===== config.mk =====
export PLATFORM = sky130hd
export DESIGN_NAME = apb_cmd_bridge
export DESIGN_NICKNAME = d
export VERILOG_FILES = /design/src/rtl/apb_bridge_pkg.sv /design/src/rtl/apb_sel_decode.sv /design/src/rtl/apb_cmd_bridge.sv
export SDC_FILE = /design/constraint.sdc
export NUM_CORES = 1
export LEC_CHECK = 0
export CELL_PAD_IN_SITES_DETAIL_PLACEMENT = 1
export CELL_PAD_IN_SITES_GLOBAL_PLACEMENT = 1
export CORE_MARGIN = 2
export CORE_UTILIZATION = 28
export CTS_CLUSTER_SIZE = 40
export DETAILED_ROUTE_END_ITERATION = 10
export HOLD_SLACK_MARGIN = 0.1
export PLACE_DENSITY = 0.84
export RECOVER_POWER = 50
export SLEW_MARGIN = 25
export SYNTH_ARGS = -nofsm -noshare
export SYNTH_HDL_FRONTEND = slang
export SYNTH_SLANG_ARGS = --single-unit
export TNS_END_PERCENT = 5

===== constraint.sdc =====
create_clock -name CCLK -period 2.35 [get_ports CCLK]
set_input_delay 0.47 -clock CCLK [delete_from_list [all_inputs] [get_ports CCLK]]
set_output_delay 0.47 -clock CCLK [all_outputs]
set_load 0.02 [all_outputs]

===== src/rtl/apb_bridge_pkg.sv =====
// Shared types and command-code decoding for the CPU-to-APB command bridge.
package apb_bridge_pkg;

  typedef enum logic [2:0] {
    ST_IDLE,
    ST_SETUP,
    ST_ACCESS,
    ST_DONE,
    ST_RELEASE
  } apb_state_t;

  localparam logic [7:0] SEL_WR_P0 = 8'h01;
  localparam logic [7:0] SEL_WR_P1 = 8'h02;
  localparam logic [7:0] SEL_RD_P0 = 8'h04;
  localparam logic [7:0] SEL_RD_P1 = 8'h05;

  typedef struct packed {
    logic       valid;
    logic       write;
    logic [1:0] psel;
  } sel_dec_t;

  // Unknown codes decode to all-zero, so psel stays idle for them.
  function automatic sel_dec_t decode_sel(input logic [7:0] code);
    sel_dec_t d;
    d = '0;
    case (code)
      SEL_WR_P0: d = '{valid: 1'b1, write: 1'b1, psel: 2'b01};
      SEL_WR_P1: d = '{valid: 1'b1, write: 1'b1, psel: 2'b10};
      SEL_RD_P0: d = '{valid: 1'b1, write: 1'b0, psel: 2'b01};
      SEL_RD_P1: d = '{valid: 1'b1, write: 1'b0, psel: 2'b10};
      default:   d = '0;
    endcase
    return d;
  endfunction

endpackage


===== src/rtl/apb_sel_decode.sv =====
// Combinational decode of the CPU command code into valid / write / one-hot select.
module apb_sel_decode
  import apb_bridge_pkg::*;
(
  input  logic [7:0] cpusel,
  output logic       valid,
  output logic       write,
  output logic [1:0] psel
);

  sel_dec_t dec;

  always_comb begin
    dec = decode_sel(cpusel);
  end

  assign valid = dec.valid;
  assign write = dec.write;
  assign psel  = dec.psel;

endmodule


===== src/rtl/apb_cmd_bridge.sv =====
// CPU command port to APB master: one SETUP/ACCESS transfer per command,
// with wait-state timeout and a one-cycle completion pulse back to the CPU.
module apb_cmd_bridge
  import apb_bridge_pkg::*;
#(
  parameter int ADDR_W  = 8,
  parameter int DATA_W  = 21,
  parameter int TIMEOUT = 16
) (
  input  logic              CCLK,
  input  logic              CPURESET,
  input  logic              CPUPERPHRESET,
  input  logic              APBMASTERENABLE,
  input  logic [ADDR_W-1:0] addr,
  input  logic [DATA_W-1:0] data,
  input  logic [7:0]        CPUSEL,
  output logic              CPUPREADY,
  output logic              CPUERR,
  output logic [DATA_W-1:0] RDATA,
  output logic [1:0]        PSEL,
  output logic              PENABLE,
  output logic              PWRITE,
  output logic [ADDR_W-1:0] PADDR,
  output logic [DATA_W-1:0] PWDATA,
  input  logic [DATA_W-1:0] PRDATA,
  input  logic              PREADY,
  input  logic              PSLVERR
);

  localparam int              CNT_W    = $clog2(TIMEOUT + 1);
  localparam logic [CNT_W-1:0] CNT_LAST = CNT_W'(TIMEOUT - 1);

  apb_state_t        state_reg, state_next;
  logic [1:0]        psel_cap_reg, psel_cap_next;
  logic              write_reg, write_next;
  logic [ADDR_W-1:0] addr_reg, addr_next;
  logic [DATA_W-1:0] wdata_reg, wdata_next;
  logic [CNT_W-1:0]  wait_cnt_reg, wait_cnt_next;
  logic              err_reg, err_next;
  logic [1:0]        psel_reg, psel_next;
  logic              penable_reg, penable_next;
  logic              cpupready_reg, cpupready_next;
  logic              cpuerr_reg, cpuerr_next;
  logic [DATA_W-1:0] rdata_reg, rdata_next;

  logic       dec_valid;
  logic       dec_write;
  logic [1:0] dec_psel;

  apb_sel_decode u_sel_decode (
    .cpusel (CPUSEL),
    .valid  (dec_valid),
    .write  (dec_write),
    .psel   (dec_psel)
  );

  always_comb begin
    state_next    = state_reg;
    psel_cap_next = psel_cap_reg;
    write_next    = write_reg;
    addr_next     = addr_reg;
    wdata_next    = wdata_reg;
    wait_cnt_next = wait_cnt_reg;
    err_next      = err_reg;
    rdata_next    = rdata_reg;

    case (state_reg)
      ST_IDLE: begin
        if (APBMASTERENABLE) begin
          if (dec_valid) begin
            psel_cap_next = dec_psel;
            write_next    = dec_write;
            addr_next     = addr;
            wdata_next    = data;
            wait_cnt_next = '0;
            err_next      = 1'b0;
            state_next    = ST_SETUP;
          end else begin
            err_next   = 1'b1;
            state_next = ST_DONE;
          end
        end
      end
      ST_SETUP: begin
        state_next = ST_ACCESS;
      end
      ST_ACCESS: begin
        // A ready slave wins over the timeout on the same edge.
        if (PREADY) begin
          err_next = PSLVERR;
          if (!write_reg && !PSLVERR) begin
            rdata_next = PRDATA;
          end
          state_next = ST_DONE;
        end else begin
          wait_cnt_next = wait_cnt_reg + CNT_W'(1);
          if (wait_cnt_reg == CNT_LAST) begin
            err_next   = 1'b1;
            state_next = ST_DONE;
          end
        end
      end
      ST_DONE: begin
        state_next = ST_RELEASE;
      end
      ST_RELEASE: begin
        if (!APBMASTERENABLE) begin
          state_next = ST_IDLE;
        end
      end
      default: begin
        state_next = ST_IDLE;
      end
    endcase

    // Outputs are registered from the next state so they line up with it.
    psel_next      = ((state_next == ST_SETUP) || (state_next == ST_ACCESS)) ? psel_cap_next : 2'b00;
    penable_next   = (state_next == ST_ACCESS);
    cpupready_next = (state_next == ST_DONE);
    cpuerr_next    = (state_next == ST_DONE) && err_next;
  end

  always_ff @(posedge CCLK) begin
    if (CPURESET || CPUPERPHRESET) begin
      state_reg     <= ST_IDLE;
      psel_cap_reg  <= '0;
      write_reg     <= 1'b0;
      addr_reg      <= '0;
      wdata_reg     <= '0;
      wait_cnt_reg  <= '0;
      err_reg       <= 1'b0;
      psel_reg      <= '0;
      penable_reg   <= 1'b0;
      cpupready_reg <= 1'b0;
      cpuerr_reg    <= 1'b0;
      rdata_reg     <= '0;
    end else begin
      state_reg     <= state_next;
      psel_cap_reg  <= psel_cap_next;
      write_reg     <= write_next;
      addr_reg      <= addr_next;
      wdata_reg     <= wdata_next;
      wait_cnt_reg  <= wait_cnt_next;
      err_reg       <= err_next;
      psel_reg      <= psel_next;
      penable_reg   <= penable_next;
      cpupready_reg <= cpupready_next;
      cpuerr_reg    <= cpuerr_next;
      rdata_reg     <= rdata_next;
    end
  end

  assign CPUPREADY = cpupready_reg;
  assign CPUERR    = cpuerr_reg;
  assign RDATA     = rdata_reg;
  assign PSEL      = psel_reg;
  assign PENABLE   = penable_reg;
  assign PWRITE    = write_reg;
  assign PADDR     = addr_reg;
  assign PWDATA    = wdata_reg;

endmodule

==> metrics, run 1 <==
Syn Inst Count=322; Vias=2,657; Setup Buffers After CTS=0; vias in the first global route=2,757; clock sinks=67; PortBufs=119; Final GP Congestion=0.830; Final Hold Fails=0; Reg clk slew, reported paths=0.07 ns; Worst VDD drop=0.310 mV; Final Critical Period=2.08 ns; post-layout util=0.453; Max-Slew Margin vs Limit=0.434; chip width=100 um; Worst Hold Class=register to register; Clock Tree Buf Depth=2; post-synthesis sequential area ratio=0.518; Num CTS Buffers=9; clk_skew=0.00861 ns; # diodes=0; P_leak=1.59 nW; Syn Nets=388; Critical Path RT=2.58 ns; top-count cell post-synth=nand2_1; cts hold-fix bufs=0; max-slew violations=0; Layout Cell Area excl Fill=0.00413 sq mm; DP Worst Slack=0.00228 ns; initial DRC count=49; Area Overhead vs Synth=59.5%; post-synth cell types=38; DIE HEIGHT=100 um; # IOs=120; CTS Root Cell=clkbuf_8; 1st-pass router iterations=4; PnR worst setup slack=0.270 ns; initial antenna violation count=0; post-cts sizing count=0; FMAX=481 MHz; Worst-Margin Slew=0.848 ns; wirelength, routed=8100 um; CTS tree=built; mapped cell area=0.00259 sq mm; mean post-synth cell area=8.04 sq um; top cell type's share of synthesized area=0.518; maxcap violations=0; pin count of the biggest net entering global routing=24; Avg Vias per Cell=4.72; CP Max Fanout=4; initial core utilization=0.284; routed len/inst=14.4 um; synth top area cells=dfxtp_1, nand2_1, a21oi_1, nor2_1, clkbuf_1; Post-synth top cells=nand2_1, dfxtp_1, a21oi_1, nor2_1, clkbuf_1; Post-synth EDFFs=0; total gr overflow=0; die area=0.0100 sq mm; kind of critical path=primary input to register; Async SR Flop Fraction=0; TNS Setup=0 ns; row count=35; layout cells sized above 1=0.0730; Yosys top cell by area=dfxtp_1; crit end category=register; remaining antenna violation count after routing=0; final critical-path share of the clock period=0.885; global-route wire length before repair=12,900 um; ys flop type=dfxtp_1; Core Region=0.00911 sq mm; placed cell count=547; status=complete, no violations; final setup vio count=0; DR DRC count=0; CP Launch Type=primary input; flops & latches, synth=67; CP arrival=2.31 ns; Clock Latency Late Sink=0.34 ns; Total GRT Usage=0.163; YS warnings=0; Pwr per Cell Area=565 mW/mm^2; area of placed instances=0.00394 sq mm; Max H-tree Level=3; RSZ-0062 raised after global routing=no; nets=513; final cell count without fillers=563; DP HPWL=5980 um
## cells by family after synthesis
| logic type | Yosys count | share of synthesized area |
|---|---|---|
| adder cells (fa/ha/maj) | 2 | 0.00967 |
| flip-flops | 67 | 0.518 |
| AO/OA/AOI/OAI | 71 | 0.154 |
| AND/OR/NAND/NOR | 157 | 0.267 |
| XOR/XNOR | 2 | 0.00677 |
| multiplexers | 2 | 0.00774 |
| buffers and inverters | 21 | 0.0368 |
## area by class of cell
class,instances,area (sq um)
clock buffer,11,141
fill,1068,4980
sequential,67,1340
timing repair buffer,133,1290
clock inverter,5,52.6
multi-input combinational,234,1160
inverter,2,7.51
tap,111,139
## power breakdown
group / internal, mW / switching (mW) / total, mW
clock network: 0.514 / 0.440 / 0.954
registers: 1.14 / 0.00859 / 1.15
logic: 0.136 / 0.0893 / 0.225
total: 1.79 / 0.538 / 2.33
## routing by layer
| layer | global-route usage | wire length (um) |
|---|---|---|
| met5 | 0 | 0 |
| met3 | 0.0474 | 433 |
| met4 | 0.0748 | 167 |
| met2 | 0.281 | 4010 |
| met1 | 0.187 | 3490 |
## critical path: stages
cell,delay [ns]
dlygate4sd3_1,0.54
nor3_1,0.21
clkbuf_1,0.21
and2_0,0.25
nand2_1,0.10
a221o_1,0.37
and3_1,0.16
## path summary, 6_finish.rpt
| path | start | end | slack, ns | cells past startpoint |
|---|---|---|---|---|
| setup reg to reg | wait_cnt_reg[0] | PSEL[0] | 0.29 | 9 |
| hold / removal | PADDR[0] | PADDR[0] | 0.45 | 2 |
| setup / recovery | CPUSEL[3] | CPUERR | 0.27 | 7 |
| hold reg to reg | PADDR[0] | PADDR[0] | 0.45 | 2 |
## through the flow
step | hold WS [ns] | power, mW
floorplan | 0.434 | 1.25
global placement | 0.437 | 1.40
detailed placement | 0.444 | 1.41
CTS | 0.454 | 2.37
global route | 0.477 | 2.44
finish | 0.448 | 2.33
## cells in the final DEF, fill, tap and decap left out, types with 4 or more instances in the layout
cell and n:
nor3_1 4, clkbuf_8 10, dlygate4sd3_1 55, nor2_1 16, buf_4 12, clkdlybuf4s50_1 64, dfxtp_1 67, nand2_1 108
nor2b_1 6, a21oi_1 57
No activity file was read; power rests on OpenSTA's default activity.
==> run 2, diff against run 1 <==
--- a/config.mk
+++ b/config.mk
@@ -14,6 +14,7 @@
 export HOLD_SLACK_MARGIN = 0.1
 export PLACE_DENSITY = 0.84
 export RECOVER_POWER = 50
+export REMOVE_ABC_BUFFERS = 1
 export SLEW_MARGIN = 25
 export SYNTH_ARGS = -nofsm -noshare
 export SYNTH_HDL_FRONTEND = slang
==> metrics, run 2 (synthesis results as in run 1) <==
status=complete, no violations; initial antenna violation count=0 (unchanged); DP Worst Slack=0.00889 ns (+0.00661 ns); Sw Ratio=0.236 (+0.00536); CTS tree=built; DP HPWL=5900 um (-1.4%); Avg Vias per Cell=4.69 (-0.68%); Total GRT Usage=0.164 (+0.000562); die area=0.0100 sq mm (unchanged); CP Max Fanout=5 (+1); wirelength, routed=8090 um (about the same); fill count=1,103 (+3.3%); vias in the first global route=2,848 (+3.3%); Max-Slew Margin vs Limit=0.687 (+0.252); clock sinks=67 (unchanged); post-layout util=0.455 (+0.00220); chip width=100 um (unchanged); FMAX=485 MHz (+0.96%); nets=510 (-0.58%); Final GP Congestion=0.719 (-13%); cts hold-fix bufs=0 (unchanged); 1st-pass router iterations=4 (unchanged); net switching power figure=0.548 mW (+1.9%); PortBufs=119 (unchanged); # IOs=120 (unchanged); Hold Path Cell Cnt=2 (unchanged); Worst-Margin Slew=0.465 ns (-0.383 ns); Area Overhead vs Synth=60.3%; CTS Root Cell=clkbuf_8; final setup vio count=0 (unchanged); initial core utilization=0.284 (unchanged); Worst Hold Class=register to register; total gr overflow=0 (unchanged); clk_skew=0.00702 ns (-0.00159 ns); Crit. Startpoint=CPUSEL[2]; DR DRC count=0 (unchanged); FF-to-FF path depth=8 (-1); global-route wire length before repair=13,200 um (+1.7%); CP arrival=2.33 ns (+0.02 ns); PnR worst setup slack=0.290 ns (+0.0198 ns); hold_ws=0.451 ns (+0.00271 ns); Worst VDD drop=0.320 mV (+3.2%); TNS Setup=0 ns (unchanged); crit end category=register; max-slew violations=0 (unchanged); maxcap violations=0 (unchanged); # diodes=0 (unchanged); remaining antenna violation count after routing=0 (unchanged); Num CTS Buffers=9 (unchanged); Core Region=0.00911 sq mm (unchanged); Sequential Power Share=0.496 (+0.002); Final Hold Fails=0 (unchanged); Reg area=0.00134 sq mm (unchanged); pin count of the biggest net entering global routing=58 (+140%); Clock Latency Late Sink=0.34 ns (about the same); Combinational Power Share=0.098 (about the same); routed len/inst=14.5 um (+0.51%); Internal Pwr Total=1.77 mW (-1.1%); kind of critical path=primary input to register; Max H-tree Level=3 (unchanged); commonest cells after routing, fill and taps aside=nand2_1, dfxtp_1, clkdlybuf4s50_1; post-cts sizing count=0 (unchanged); Vias=2,625 (-1.2%); Multi-input gate area=0.00116 sq mm (unchanged); Critical Path RT=2.62 ns (+0.04 ns); Setup Buffers After CTS=0 (unchanged); final critical-path share of the clock period=0.877 (-0.00843); Clk pwr share=0.407 (-0.002); layout cells sized above 1=0.0713 (-0.00174); Pwr per Cell Area=560 mW/mm^2 (-0.88%); Clock Tree Buf Depth=2 (unchanged); Reg clk slew, reported paths=0.08 ns (about the same); Final Critical Period=2.06 ns (-0.0198 ns); initial DRC count=47 (-4.1%); P_leak=1.60 nW (+0.50%); RSZ-0062 raised after global routing=no; FF-to-FF Start=wait_cnt_reg[0]; HP Start=PWDATA[8]; CP Launch Type=primary input; DIE HEIGHT=100 um (unchanged); row count=35 (unchanged); commonest non-fill, non-tap cell in the layout=nand2_1
==> run 2: cell count changes in the layout (fill, tap and decap cells not counted), sizes merged <==
cell           previous run  this run
clkdlybuf4s50            64        63
inv                       2         3
buf                      12        11
clkbuf                   13        10
dlygate4sd3              55        56
==> run 2: power groups by stage <==
stage	logic, mW	clock network [mW]	registers, mW
floorplan	0.0653	0	1.18
global placement	0.224	0	1.18
detailed placement	0.230	0	1.18
CTS	0.231	0.982	1.15
global route	0.245	1.03	1.15
finish	0.227	0.944	1.15
==> run 2: final cells by class <==
| class | instances | area share |
|---|---|---|
| clock buffer | 10 | 0.0308 |
| clock inverter | 6 | 0.0157 |
| inverter | 2 | 0.00181 |
| multi-input combinational | 234 | 0.279 |
| sequential | 67 | 0.323 |
| tap | 111 | 0.0335 |
| timing repair buffer | 130 | 0.316 |
==> run 2: worst max-delay path, cell delays in order <==
cell,delay [ns]
dlygate4sd3_1,0.63
o21ba_2,0.24
o2111a_1,0.26
o21ai_0,0.41
o21ai_0,0.17
a21oi_1,0.15
==> run 2: worst paths after layout <==
path,end,slack (ns)
worst max-delay path,wait_cnt_reg[2],0.29
worst min-delay path,PWDATA[8],0.45
worst max register to register,PSEL[1],0.38
worst min register to register,PWDATA[8],0.45
==> run 2: per-stage QoR <==
stage / std cells / total power, mW / area (sq um)
final: 560 / 2.32 / 4150
after global routing: 560 / 2.43 / 4150
after CTS: 560 / 2.36 / 4150
after detailed placement: 544 / 1.41 / 3960
after global placement: 544 / 1.40 / 3960
after floorplan: 303 / 1.25 / 2500
==> run 2: layer usage <==
metal | track usage | routed length (um) | vias to the layer above
met2 | 0.308 | 4330 | 70
met3 | 0.0404 | 378 | 13
met5 | 0 | 0 | -
li1 | - | - | 1309
met1 | 0.179 | 3260 | 1233
met4 | 0.0548 | 120 | 0
==> run 3, diff against run 2 <==
--- a/config.mk
+++ b/config.mk
@@ -8,15 +8,18 @@
 export CELL_PAD_IN_SITES_DETAIL_PLACEMENT = 1
 export CELL_PAD_IN_SITES_GLOBAL_PLACEMENT = 1
 export CORE_MARGIN = 2
-export CORE_UTILIZATION = 28
+export CORE_UTILIZATION = 30
 export CTS_CLUSTER_SIZE = 40
 export DETAILED_ROUTE_END_ITERATION = 10
+export DONT_BUFFER_PORTS = 1
 export HOLD_SLACK_MARGIN = 0.1
-export PLACE_DENSITY = 0.84
+export MAX_ROUTING_LAYER = met4
+export PLACE_DENSITY = 0.62
 export RECOVER_POWER = 50
 export REMOVE_ABC_BUFFERS = 1
 export SLEW_MARGIN = 25
 export SYNTH_ARGS = -nofsm -noshare
 export SYNTH_HDL_FRONTEND = slang
+export SYNTH_HIERARCHICAL = 1
 export SYNTH_SLANG_ARGS = --single-unit
 export TNS_END_PERCENT = 5
==> metrics, run 3 <==
status=complete, no violations; nets=392 (-23%); clk_skew=0.0108 ns (+0.00379 ns); P_leak=0.927 nW (-42%); Combinational Power Share=0.046 (-0.052); FMAX=495 MHz (+1.9%); Critical Path RT=2.56 ns (-0.06 ns); TNS Setup=0 ns (unchanged); Clock Tree Buf Depth=2 (unchanged); CP Launch Type=primary input; wirelength, routed=8440 um (+4.3%); # diodes=0 (unchanged); cts hold-fix bufs=0 (unchanged); initial core utilization=0.309 (+0.0245); Vias=2,560 (-2.5%); fill count=1,083 (-1.8%); Avg Vias per Cell=5.79 (+24%); flops & latches, synth=67 (unchanged); die area=0.0103 sq mm (+2.3%); RSZ-0062 raised after global routing=no; CTS Root Cell=clkbuf_8; DP Worst Slack=0.0285 ns (+0.0196 ns); Reg clk slew, reported paths=0.08 ns (about the same); Syn Inst Count=336 (+4.3%); Final Critical Period=2.02 ns (-0.0384 ns); CP max-delay cell=or4_1; Worst VDD drop=0.301 mV (-5.9%); # IOs=120 (unchanged); post-synthesis sequential area ratio=0.473 (-0.0457); top cell type's share of synthesized area=0.473 (-0.0457); maxcap violations=0 (unchanged); DR DRC count=0 (unchanged); Sequential Power Share=0.524 (+0.028); total gr overflow=0 (unchanged); slowest stage delay, CP=0.60 ns (-0.03 ns); Sw Ratio=0.247 (+0.0109); mean post-synth cell area=8.45 sq um (+5.1%); PnR worst setup slack=0.328 ns (+0.0384 ns); CTS tree=built; Internal Pwr Total=1.67 mW (-6.1%); CP arrival=2.24 ns (-0.09 ns); crit end category=register; Max-Slew Margin vs Limit=0.649 (-0.0376); DIE HEIGHT=101 um (+1.1%); net switching power figure=0.547 mW (-0.31%); kind of critical path=primary input to register; area of placed instances=0.00296 sq mm (-25%); hold_ws=0.264 ns (-0.187 ns); global-route wire length before repair=13,300 um (+0.89%); Setup Buffers After CTS=0 (unchanged); Num CTS Buffers=9 (unchanged); clock sinks=67 (unchanged); Max H-tree Level=3 (unchanged); max-slew violations=0 (unchanged); Pwr per Cell Area=704 mW/mm^2 (+26%); Total GRT Usage=0.169 (+0.00543); top-count cell post-synth=dfxtp_1; ys flop type=dfxtp_1; CP Max Fanout=12 (+7); post-cts sizing count=0 (unchanged); Core Region=0.00920 sq mm (+0.96%); Post-synth top cells=dfxtp_1, nand3_1, a21oi_1, o21ai_0, clkbuf_1; Reg area=0.00134 sq mm (unchanged); Final GP Congestion=0.736 (+2.4%); remaining antenna violation count after routing=0 (unchanged); Clk pwr share=0.431 (+0.024); 1st-pass router iterations=4 (unchanged); Multi-input gate area=0.00134 sq mm (+16%); Worst Hold Class=primary input to register; PortBufs=0 (-100%); initial DRC count=69 (+47%); commonest cells after routing, fill and taps aside=dfxtp_1, nand3_1, o21ai_0, a21oi_1, buf_4; vias in the first global route=2,608 (-8.4%); Largest delay share family, worst path=simple AND/OR/NAND/NOR gates; Layout Cell Area excl Fill=0.00314 sq mm (-24%); YS warnings=6 (+6); pin count of the biggest net entering global routing=26 (-55%); total power=2.21 mW (-4.7%); routed len/inst=19.1 um (+32%); Area Overhead vs Synth=10.7%; WP buf/inv=2 (+1); final setup vio count=0 (unchanged); mapped cell area=0.00284 sq mm (+9.7%); final critical-path share of the clock period=0.860 (-0.0163); layout cells sized above 1=0.109 (+0.0375); Worst-Margin Slew=0.522 ns (+0.0569 ns); Final Hold Fails=0 (unchanged); Post-synth EDFFs=0 (unchanged); row count=35 (unchanged); commonest non-fill, non-tap cell in the layout=dfxtp_1; Yosys top cell by area=dfxtp_1; worst path cell trace=or4_1, a211oi_1, clkbuf_1, nand4bb_1, buf_4, o21ai_0, a31oi_1; initial antenna violation count=0 (unchanged); chip width=101 um (+1.1%); post-synth cell types=45 (+18%); Async SR Flop Fraction=0 (unchanged); Clock Latency Late Sink=0.34 ns (about the same); synth top area cells=dfxtp_1, nand3_1, a21oi_1, o21ai_0, clkbuf_1; DP HPWL=5790 um (-1.9%)
-- run 3: cell type report --
type                    count  area share
clock buffers              10      0.0406
clock inverters             6      0.0211
flip-flops and latches     67       0.427
repair buffers             14      0.0362
inverters                   4     0.00478
multi-input cells         230       0.426
well taps                 111      0.0442
-- run 3: per-layer routing --
metal  GRT usage  wire length (um)  up-vias
met3      0.0676               818        5
li1            -                 -     1209
met1       0.198              3590     1244
met2       0.271              3960      102
met5           -                 0        -
met4      0.0447                72        0
-- run 3: metrics by stage --
step,util,cells
floorplan,-,301
global placement,0.321,426
detailed placement,0.321,426
CTS,0.342,442
global route,0.342,442
finish,0.342,442
-- run 3: cells by family (layout without fill, tap and decap cells) --
group                    count (synthesis)  after routing  synth area share
flip-flops                              67             67             0.473
AO/OA/AOI/OAI                          132            132             0.259
XOR/XNOR                                 2              2           0.00617
AND/OR/NAND/NOR                         91             91             0.182
multiplexers                             3              3            0.0106
buffers and inverters                   39             34            0.0613
adder cells (fa/ha/maj)                  2              2           0.00882
-- run 3: power by group through the flow --
stage | registers, mW | clock network [mW] | logic (mW)
global route | 1.16 | 1.04 | 0.113
global placement | 1.18 | 0 | 0.101
finish | 1.16 | 0.952 | 0.101
floorplan | 1.18 | 0 | 0.0673
CTS | 1.16 | 0.998 | 0.104
detailed placement | 1.19 | 0 | 0.104
-- run 3: final timing paths --
check	from	end	slack, ns	cells after the start
hold reg to reg	psel_cap_reg[0]	psel_cap_reg[0]	0.50	2
hold / removal	data[15]	PWDATA[15]	0.26	2
setup reg to reg	state_reg[2]	PWDATA[14]	0.51	4
setup / recovery	CPUSEL[4]	wait_cnt_reg[1]	0.33	7
